--- config.mk ---
export PLATFORM = sky130hd
export DESIGN_NAME = neuron_sequencer
export DESIGN_NICKNAME = d
export VERILOG_FILES = /design/src/rtl/neuron_pkg.sv /design/src/rtl/lat_pipe.sv /design/src/rtl/neuron_sequencer.sv
export SDC_FILE = /design/constraint.sdc
export NUM_CORES = 1
export LEC_CHECK = 0
export BUFFER_PORTS_ARGS = -buffer_cell sky130_fd_sc_hd__clkbuf_2
export CORE_AREA = 5 5 75 77
export CTS_CLUSTER_SIZE = 12
export DETAILED_ROUTE_END_ITERATION = 10
export DIE_AREA = 0 0 80 82
export PLACE_DENSITY_LB_ADDON = 0.08
export REMOVE_ABC_BUFFERS = 1
export SLEW_MARGIN = 20
export SYNTH_ARGS = -nofsm -noshare
export SYNTH_HDL_FRONTEND = slang
export SYNTH_SLANG_ARGS = --single-unit
--- constraint.sdc ---
create_clock -name clk -period 2 [get_ports clk]
set_input_delay 0.1 -clock clk [delete_from_list [all_inputs] [get_ports clk]]
set_output_delay 0.1 -clock clk [all_outputs]
set_load 0.02 [all_outputs]
--- src/rtl/neuron_pkg.sv ---
// Shared definitions for the neuron sequencer: width helpers and the FSM state encoding.
package neuron_pkg;

  function automatic int clog2(input int v);
    int r;
    r = 0;
    while ((1 << r) < v) r++;
    return r;
  endfunction

  // Datapath accumulator grows by one bit per doubling of the product count.
  function automatic int acc_width(input int n);
    return 16 + clog2(n);
  endfunction

  typedef enum logic [2:0] {
    IDLE  = 3'd0,
    FEED  = 3'd1,
    DRAIN = 3'd2,
    FIRE  = 3'd3,
    HOLD  = 3'd4,
    CLEAR = 3'd5
  } state_t;

endpackage

--- src/rtl/lat_pipe.sv ---
// Valid-bit shift register that tracks products in flight through the multiplier.
module lat_pipe #(
  parameter int DEPTH = 2
) (
  input  logic clk,
  input  logic rst,
  input  logic in_valid,
  output logic out_valid,
  output logic empty
);

  logic [DEPTH-1:0] pipe;

  always_ff @(posedge clk or negedge rst) begin
    if (!rst) pipe <= '0;
    else      pipe <= (pipe << 1) | DEPTH'(in_valid);
  end

  assign out_valid = pipe[DEPTH-1];
  assign empty     = ~|pipe;

endmodule

--- src/rtl/neuron_sequencer.sv ---
// Sequences one neuron: streams N (input, weight) pairs into the MAC datapath,
// fires the activation once all products are accumulated and hands back the result.
module neuron_sequencer
  import neuron_pkg::*;
#(
  parameter  int N        = 4,
  parameter  int MULT_LAT = 1,
  localparam int ACC_W    = acc_width(N)
) (
  input  logic             clk,
  input  logic             rst,
  input  logic             start,
  input  logic             s_valid,
  output logic             s_ready,
  input  logic [7:0]       s_in,
  input  logic [7:0]       s_weight,
  output logic             dp_ldIn,
  output logic             dp_ldWeight,
  output logic [7:0]       dp_in,
  output logic [7:0]       dp_inWeight,
  output logic             dp_ldNReg,
  output logic             dp_count_up,
  output logic             dp_clr,
  output logic             dp_ready,
  input  logic             dp_count_cout,
  input  logic [ACC_W-1:0] dp_outActive,
  output logic             busy,
  output logic             res_valid,
  input  logic             res_ready,
  output logic [ACC_W-1:0] res_data,
  output logic             err
);

  localparam int CW = clog2(N + 1);
  localparam logic [CW-1:0] N_C    = CW'(N);
  localparam logic [CW-1:0] LAST_C = CW'(N - 1);

  state_t state, state_next;
  logic [CW-1:0] acc_cnt, prod_cnt;
  logic accept, ld_nreg, pipe_empty;

  assign s_ready = (state == FEED) && (acc_cnt != N_C);
  assign accept  = s_valid && s_ready;

  lat_pipe #(.DEPTH(MULT_LAT + 1)) u_lat_pipe (
    .clk      (clk),
    .rst      (rst),
    .in_valid (accept),
    .out_valid(ld_nreg),
    .empty    (pipe_empty)
  );

  assign dp_ldNReg   = ld_nreg;
  assign dp_count_up = ld_nreg;
  assign dp_ready    = (state == FIRE);
  assign dp_clr      = (state == CLEAR);
  assign busy        = (state != IDLE);

  always_ff @(posedge clk or negedge rst) begin
    if (!rst) state <= IDLE;
    else      state <= state_next;
  end

  always_comb begin
    state_next = state;
    case (state)
      IDLE:    if (start) state_next = FEED;
      FEED:    if (accept && acc_cnt == LAST_C) state_next = DRAIN;
      DRAIN:   if (pipe_empty && prod_cnt == N_C) state_next = FIRE;
      FIRE:    state_next = HOLD;
      HOLD:    if (res_valid && res_ready) state_next = CLEAR;
      CLEAR:   state_next = IDLE;
      default: state_next = IDLE;
    endcase
  end

  always_ff @(posedge clk or negedge rst) begin
    if (!rst) begin
      dp_in       <= '0;
      dp_inWeight <= '0;
      dp_ldIn     <= 1'b0;
      dp_ldWeight <= 1'b0;
    end else begin
      dp_ldIn     <= accept;
      dp_ldWeight <= accept;
      if (accept) begin
        dp_in       <= s_in;
        dp_inWeight <= s_weight;
      end
    end
  end

  // Both counts saturate at N; CLEAR rearms them for the next neuron.
  always_ff @(posedge clk or negedge rst) begin
    if (!rst) begin
      acc_cnt  <= '0;
      prod_cnt <= '0;
    end else if (state == CLEAR) begin
      acc_cnt  <= '0;
      prod_cnt <= '0;
    end else begin
      if (accept && acc_cnt != N_C)   acc_cnt  <= acc_cnt + CW'(1);
      if (ld_nreg && prod_cnt != N_C) prod_cnt <= prod_cnt + CW'(1);
    end
  end

  always_ff @(posedge clk or negedge rst) begin
    if (!rst) begin
      res_valid <= 1'b0;
      res_data  <= '0;
    end else if (state == FIRE) begin
      res_valid <= 1'b1;
      res_data  <= dp_outActive;
    end else if (state == HOLD && res_ready) begin
      res_valid <= 1'b0;
    end
  end

  // Terminal count must appear exactly when our own product count reaches N.
  always_ff @(posedge clk or negedge rst) begin
    if (!rst) begin
      err <= 1'b0;
    end else begin
      if ((state == FEED || state == DRAIN) && dp_count_cout && prod_cnt != N_C) err <= 1'b1;
      if (state == FIRE && !dp_count_cout) err <= 1'b1;
    end
  end

endmodule

==> impl_metrics.csv, run 1 <==
group,metric,value,unit
drt,wl_per_cell,14.59,microns
drt,drc_errors,0,
sta,period_share,95.18,%
worst_setup_path,critPathBufInv,1,
cts,numCtsBuffers,5,
sta,fin_tns_setup,0,ps
finish,n_antenna_cell,0,
drt,post_drt_via_cell_ratio,4.630,
status,outcome,"completed",
cts,insertion_delay,290,ps
power,clockPowerShare,14.3,%
power,leakage,1.441,nW
synth,synth_top_area_share,57.49,%
global_route,grt_first_pass_wirelength,7024,microns
drt,drt-total-wl,4495,microns
sta,hold_violations,0,
finish,drive_gt1_share,57.56,%
floorplan,die_w,80,microns
worst_setup_path,cp.arrival,2090,ps
cts,clock_sinks,47,
synth,synth_cells,146,
synth,yosysWarnings,0,
floorplan,initial_core_util,41.37,%
sta,max_freq,0.5253,GHz
synth,synthDistinctLibCells,29,
worst_setup_path,start_kind,"flip-flop",
global_route,grtUsageTotal,13.84,%
synth,synth_top_flop_cell,"dfrtp_1",
sta,drv_slew,0,
finish,syn_to_final_growth,31.74,%
floorplan,die_area,6560,sq um
sta,fin_skew,5.527,ps
worst_setup_path,worstReg2RegStart,"acc_cnt[1]",
floorplan,boundaryPins,84,
place,place.port_buffers,83,
place,place_ws,-7.423,ps
synth,synth-async-reset-ratio,100.0,%
synth,synth-seq-area-share,57.49,%
cts,cts_root_buf,"clkbuf_8",
worst_setup_path,max_stage_delay,620,ps
floorplan,die_h,82,microns
cts,h-tree-depth,2,
worst_hold_path,hold_start,"s_in[2]",
synth,yosysMostFrequentCell,"dfrtp_1",
worst_setup_path,critPathCaptureType,"flip-flop",
synth,synth_area,2046,sq um
power,p_comb_share,49.5,%
synth,synth_commonest_cells,"47 x dfrtp_1, 18 x mux2_2, 16 x mux2_4",
sta,setup_viol,0,
floorplan,core.rowCount,26,
place,gp_congestion,0.7678,
finish,fin_nets,282,
power,p_int,2.891,mW
worst_setup_path,crit_path_start,"acc_cnt[1]",
synth,synth_area_leader_cell,"dfrtp_1",
power,power_switching,1.885,mW
drt,vias,1426,
worst_setup_path,crit_type,"flip-flop to flip-flop",
cts,cts.clk_slew.worst_paths,90,ps
place,place_hpwl,3269,microns
synth,synth.area.top_cells,"dfrtp_1 57%, mux2_4 12%, mux2_2 9.9%, ha_1 3.1%, mux2i_1 2.0%",
global_route,grt_overflow,0,
sta,maxSlewHeadroom,55.93,%
drt,drt_iter0_markers,34,
worst_setup_path,path_delay_family,"simple AND/OR/NAND/NOR gates",
synth,ys_ff_latch,47,
worst_setup_path,crit_fanout,10,
synth,avgSynthCellArea,14.01,sq um
power,p_sw_share,39.48,%
power,power_density,1772,nW/um^2
flow_run,drv_cap,0,
power,p_seq_share,36.2,%
global_route,grt_max_degree,28,
cts,post_cts_buffers,0,
finish,multi_input_area,807.0,sq um
finish,fillers,459,
sta,worstMarginPinSlew,661.0,ps
drt,drt.antenna.violating_nets,0,
synth,synth-edff-count,0,
drt,drt_pre_antenna_iters,4,
global_route,grt_pass1_vias,1497,
worst_setup_path,worstPathCellList,"inv_1, ha_1, a21bo_2, or4b_4, mux2_4",
sta,fin_ws,96.36,ps
worst_hold_path,min_path_type,"input port to flip-flop",
global_route,antenna_found_initial,0,
power,irDropWorstVdd,775.8,uV
worst_setup_path,worst_path_max_delay_cell,"or4b_4",
floorplan,core,4945,sq um
power,total_power,4.776,mW
cts,cts_tree,"done",
finish,ff_latch_area,1176,sq um
worst_setup_path,crit_required,2180,ps
sta,rsz0062_at_grt,"no",
sta,period_needed,1904,ps
cts,clock_path_buffers,2,
==> state kept, by name (all words and copies together), names as in the netlist <==
name / flops
dp_in: 8
u_lat_pipe.pipe: 2
dp_inWeight: 8
err: 1
acc_cnt: 3
res_valid: 1
prod_cnt: 3
res_data: 18
state: 3
==> kinds of logic (layout without fill, tap and decap cells) <==
kind of cell / after synthesis / in the layout / synth area share [%]
muxes: 38 / 38 / 23.61
buffers and inverters: 18 / 108 / 4.403
DFF: 47 / 47 / 57.49
adders and majority gates: 5 / 5 / 3.058
xor gates and xnor gates: 2 / 2 / 0.8564
AOI/OAI and AO/OA: 12 / 12 / 3.915
and+or+nand+nor: 24 / 26 / 6.667
==> worst register-to-register path: stages (launching register included) <==
cell	delay, ps
dfrtp_1	370
inv_1	50
ha_1	180
a21bo_2	250
or4b_4	620
mux2_4	330
==> layout make-up <==
class | count | area share (%)
Clock buffer | 5 | 2.553
Clock inverter | 3 | 1.625
Inverter | 9 | 1.253
Multi-Input combinational cell | 83 | 29.94
Sequential cell | 47 | 43.64
Tap cell | 70 | 3.250
Timing Repair Buffer | 91 | 17.73
==> metal layers <==
metal / vias to the layer above / share of wire, % / track usage (%)
met5: - / 0 / 0
met4: 0 / 1.5 / 4.561
met3: 8 / 6.3 / 3.509
met2: 51 / 49 / 23.51
met1: 682 / 43 / 17.26
li1: 685 / - / -
==> worst paths after layout <==
| check | slack, ps | end | cells past startpoint |
|---|---|---|---|
| min in group asynchronous | 360 | dp_inWeight[1] | 2 |
| worst min-delay path | 30 | dp_in[2] | 2 |
| worst max register to register | 100 | dp_in[5] | 5 |
| worst max-delay path | 100 | dp_in[5] | 5 |
| max in group asynchronous | 920 | res_data[13] | 3 |
| worst min register to register | 450 | u_lat_pipe.pipe[1] | 0 |
==> metrics by stage <==
step | instance area (sq um) | util [%] | hold WS, ps | std cells
floorplan | 1989 | - | -195.6 | 137
global placement | 2545 | 51.47 | 142.0 | 297
detailed placement | 2545 | 51.47 | 161.0 | 297
CTS | 2668 | 53.95 | 19.94 | 306
global route | 2695 | 54.50 | 17.22 | 308
finish | 2695 | 54.50 | 29.60 | 308
==> layout by cell type (no fill, tap or decap), drive strengths merged <==
master / synthesis / final
and3b: 1 / 1
inv: 9 / 9
o21ai: 1 / 1
nand3b: 2 / 2
a31oi: 1 / 1
bufinv: 0 / 1
and4b: 1 / 1
a21bo: 2 / 2
buf: 4 / 7
a21boi: 1 / 1
clkbuf: 5 / 88
dlygate4sd3: 0 / 1
nand2b: 2 / 2
clkinv: 0 / 2
or3: 2 / 2
xnor2: 1 / 1
nand2: 7 / 7
mux2: 34 / 34
a21oi: 5 / 5
nor2: 3 / 3
o21bai: 1 / 1
nand3: 2 / 2
nor3: 2 / 2
nor4: 1 / 1
mux2i: 4 / 4
or4b: 1 / 3
dfrtp: 47 / 47
ha: 5 / 5
xor2: 1 / 1
a32oi: 1 / 1
==> power groups by stage <==
stage	Clock, mW	Combinational (mW)	Sequential, mW
floorplan	0	1.05	2.22
global placement	0	2.28	1.71
detailed placement	0	2.35	1.73
CTS	0.711	2.36	1.72
global route	0.746	2.55	1.79
finish	0.682	2.37	1.73
==> what timing repair did <==
item | CTS | global route
endpoints found under the setup margin | 16 | 16
cloned | 0 | 2
hold buffers | 1 | 0
pin swaps | 1 | 2
gates resized for setup | 0 | 2
endpoints found under the hold margin | 26 | 0
Power figures use the tool's default switching activity.
==> run 2, diff against run 1 <==
--- a/config.mk
+++ b/config.mk
@@ -5,7 +5,7 @@
 export SDC_FILE = /design/constraint.sdc
 export NUM_CORES = 1
 export LEC_CHECK = 0
-export BUFFER_PORTS_ARGS = -buffer_cell sky130_fd_sc_hd__clkbuf_2
+export BUFFER_PORTS_ARGS = -buffer_cell sky130_fd_sc_hd__buf_4
 export CORE_AREA = 5 5 75 77
 export CTS_CLUSTER_SIZE = 12
 export DETAILED_ROUTE_END_ITERATION = 10
==> impl_metrics.csv, run 2 (synthesis gave the netlist of run 1 again) <==
group,metric,value,unit
cts,cts_tree,"done",
place,place_hpwl,3448,microns
drt,post_drt_via_cell_ratio,4.640,
finish,n_antenna_cell,0,
power,clockPowerShare,10.8,%
flow_run,drv_cap,0,
finish,syn_to_final_growth,40.37,%
drt,maxUsedRoutingLayer,"met4",
worst_setup_path,cp.arrival,2120,ps
worst_setup_path,crit_fanout,5,
place,dp_cells,296,
worst_setup_path,critPathCaptureType,"flip-flop",
worst_setup_path,crit_required,2180,ps
drt,drt.antenna.violating_nets,0,
cts,h-tree-depth,2,
place,place_ws,-26.26,ps
sta,max_freq,0.5162,GHz
global_route,grt_first_pass_wirelength,7431,microns
finish,layout_common_cells,"90 x buf_4, 47 x dfrtp_1, 18 x mux2_2, 16 x mux2_4, 9 x inv_1",
finish,fillers,434,
worst_setup_path,start_kind,"flip-flop",
power,p_seq_share,35.4,%
global_route,grt_overflow,0,
finish,top_regs,"res_data: 18 flops, dp_inWeight: 8 flops, dp_in: 8 flops",
finish,largest_register,"res_data",
drt,dr_wl_met2,2352,microns
cts,clock_sinks,47,
sta,fin_ws,62.77,ps
sta,rsz0062_at_grt,"no",
cts,clock_path_buffers,2,
place,gp_congestion,0.8016,
power,p_comb_share,53.7,%
place,place.port_buffers,83,
sta,hold_violations,0,
sta,fin_tns_setup,0,ps
finish,final_cells,308,
sta,drv_slew,0,
finish,final_common_cell,"buf_4",
worst_setup_path,crit_type,"flip-flop to flip-flop",
power,p_sw_share,38.35,%
floorplan,die_area,6560,sq um
floorplan,die_h,82,microns
drt,dr_wl_met3,242,microns
floorplan,die_w,80,microns
cts,cts.clk_slew.worst_paths,80,ps
power,leakage,1.480,nW
floorplan,boundaryPins,84,
finish,drive_gt1_share,56.72,%
floorplan,initial_core_util,41.37,%
drt,vias,1429,
power,irDropWorstVdd,912.9,uV
drt,wl_per_cell,15.37,microns
status,outcome,"completed",
floorplan,core,4945,sq um
drt,wl_met1,2087,microns
sta,worstMarginPinSlew,580.5,ps
power,power_switching,1.896,mW
worst_hold_path,min_path_type,"input port to flip-flop",
cts,cts_root_buf,"clkbuf_8",
drt,drt_iter0_markers,52,
global_route,antenna_found_initial,0,
drt,drc_errors,0,
sta,period_share,96.86,%
sta,maxSlewHeadroom,61.30,%
sta,setup_viol,0,
floorplan,core.rowCount,26,
finish,fin_nets,282,
sta,fin_skew,6.239,ps
cts,insertion_delay,290,ps
drt,drt_pre_antenna_iters,4,
global_route,grt_pass1_vias,1520,
power,power_density,1722,nW/um^2
sta,whs,31.45,ps
global_route,grtUsageTotal,15.03,%
power,p_int,3.047,mW
finish,largest_reg_flops,18,
cts,numCtsBuffers,5,
drt,drt-total-wl,4734,microns
global_route,grt_max_degree,48,
sta,period_needed,1937,ps
## run 2: layer usage
layer,vias up,GRT usage [%]
met2,46,24.09
li1,686,-
met3,5,4.276
met1,692,19.89
met4,0,4.392
met5,-,0
## run 2: critical path, stage by stage, from the launching register on
cell	delay (ps)
dfrtp_1	360
inv_1	50
ha_1	190
a21bo_2	250
or4b_4	630
mux2_4	340
## run 2: worst paths after layout
path | to | cells after the start | slack, ps | start
worst max register to register | dp_in[0] | 5 | 60 | acc_cnt[0]
worst min register to register | u_lat_pipe.pipe[1] | 0 | 470 | u_lat_pipe.pipe[0]
min in group asynchronous | res_valid | 2 | 350 | rst
worst max-delay path | dp_in[0] | 5 | 60 | acc_cnt[0]
worst min-delay path | dp_inWeight[6] | 2 | 30 | s_weight[6]
max in group asynchronous | res_data[17] | 2 | 1260 | rst
## run 2: layout make-up
| cell class | count | area, sq um | share of cell area, % |
|---|---|---|---|
| Sequential cell | 47 | 1176 | 40.96 |
| Clock inverter | 1 | 5.005 | 0.1743 |
| Tap cell | 70 | 87.58 | 3.050 |
| Clock buffer | 7 | 76.32 | 2.658 |
| Timing Repair Buffer | 91 | 685.7 | 23.88 |
| Inverter | 9 | 33.78 | 1.176 |
| Multi-Input combinational cell | 83 | 807.0 | 28.10 |
## run 2: power by group through the flow
stage / clock, mW / combinational (mW) / sequential [mW]
4_1_cts: 0.556 / 2.66 / 1.75
3_5_place_dp: 0 / 2.64 / 1.75
6_report: 0.536 / 2.66 / 1.75
2_1_floorplan: 0 / 1.05 / 2.22
5_1_grt: 0.601 / 2.84 / 1.82
3_3_place_gp: 0 / 2.55 / 1.72
## run 2: repair_timing
item | 4_1_cts | 5_1_grt
pin swaps | 0 | 2
setup endpoints to repair | 16 | 12
buffers inserted | 0 | 1
endpoints found under the hold margin | 47 | 0
hold buffers | 1 | 0
resized for setup | 1 | 1
cloned | 1 | 1
## run 2: stage by stage
| stage | power [mW] | util (%) | area, sq um |
|---|---|---|---|
| 6_report | 4.944 | 58.07 | 2872 |
| 5_1_grt | 5.267 | 58.07 | 2872 |
| 4_1_cts | 4.968 | 57.64 | 2850 |
| 3_5_place_dp | 4.382 | 55.52 | 2745 |
| 3_3_place_gp | 4.274 | 55.52 | 2745 |
| 2_1_floorplan | 3.272 | - | 1989 |
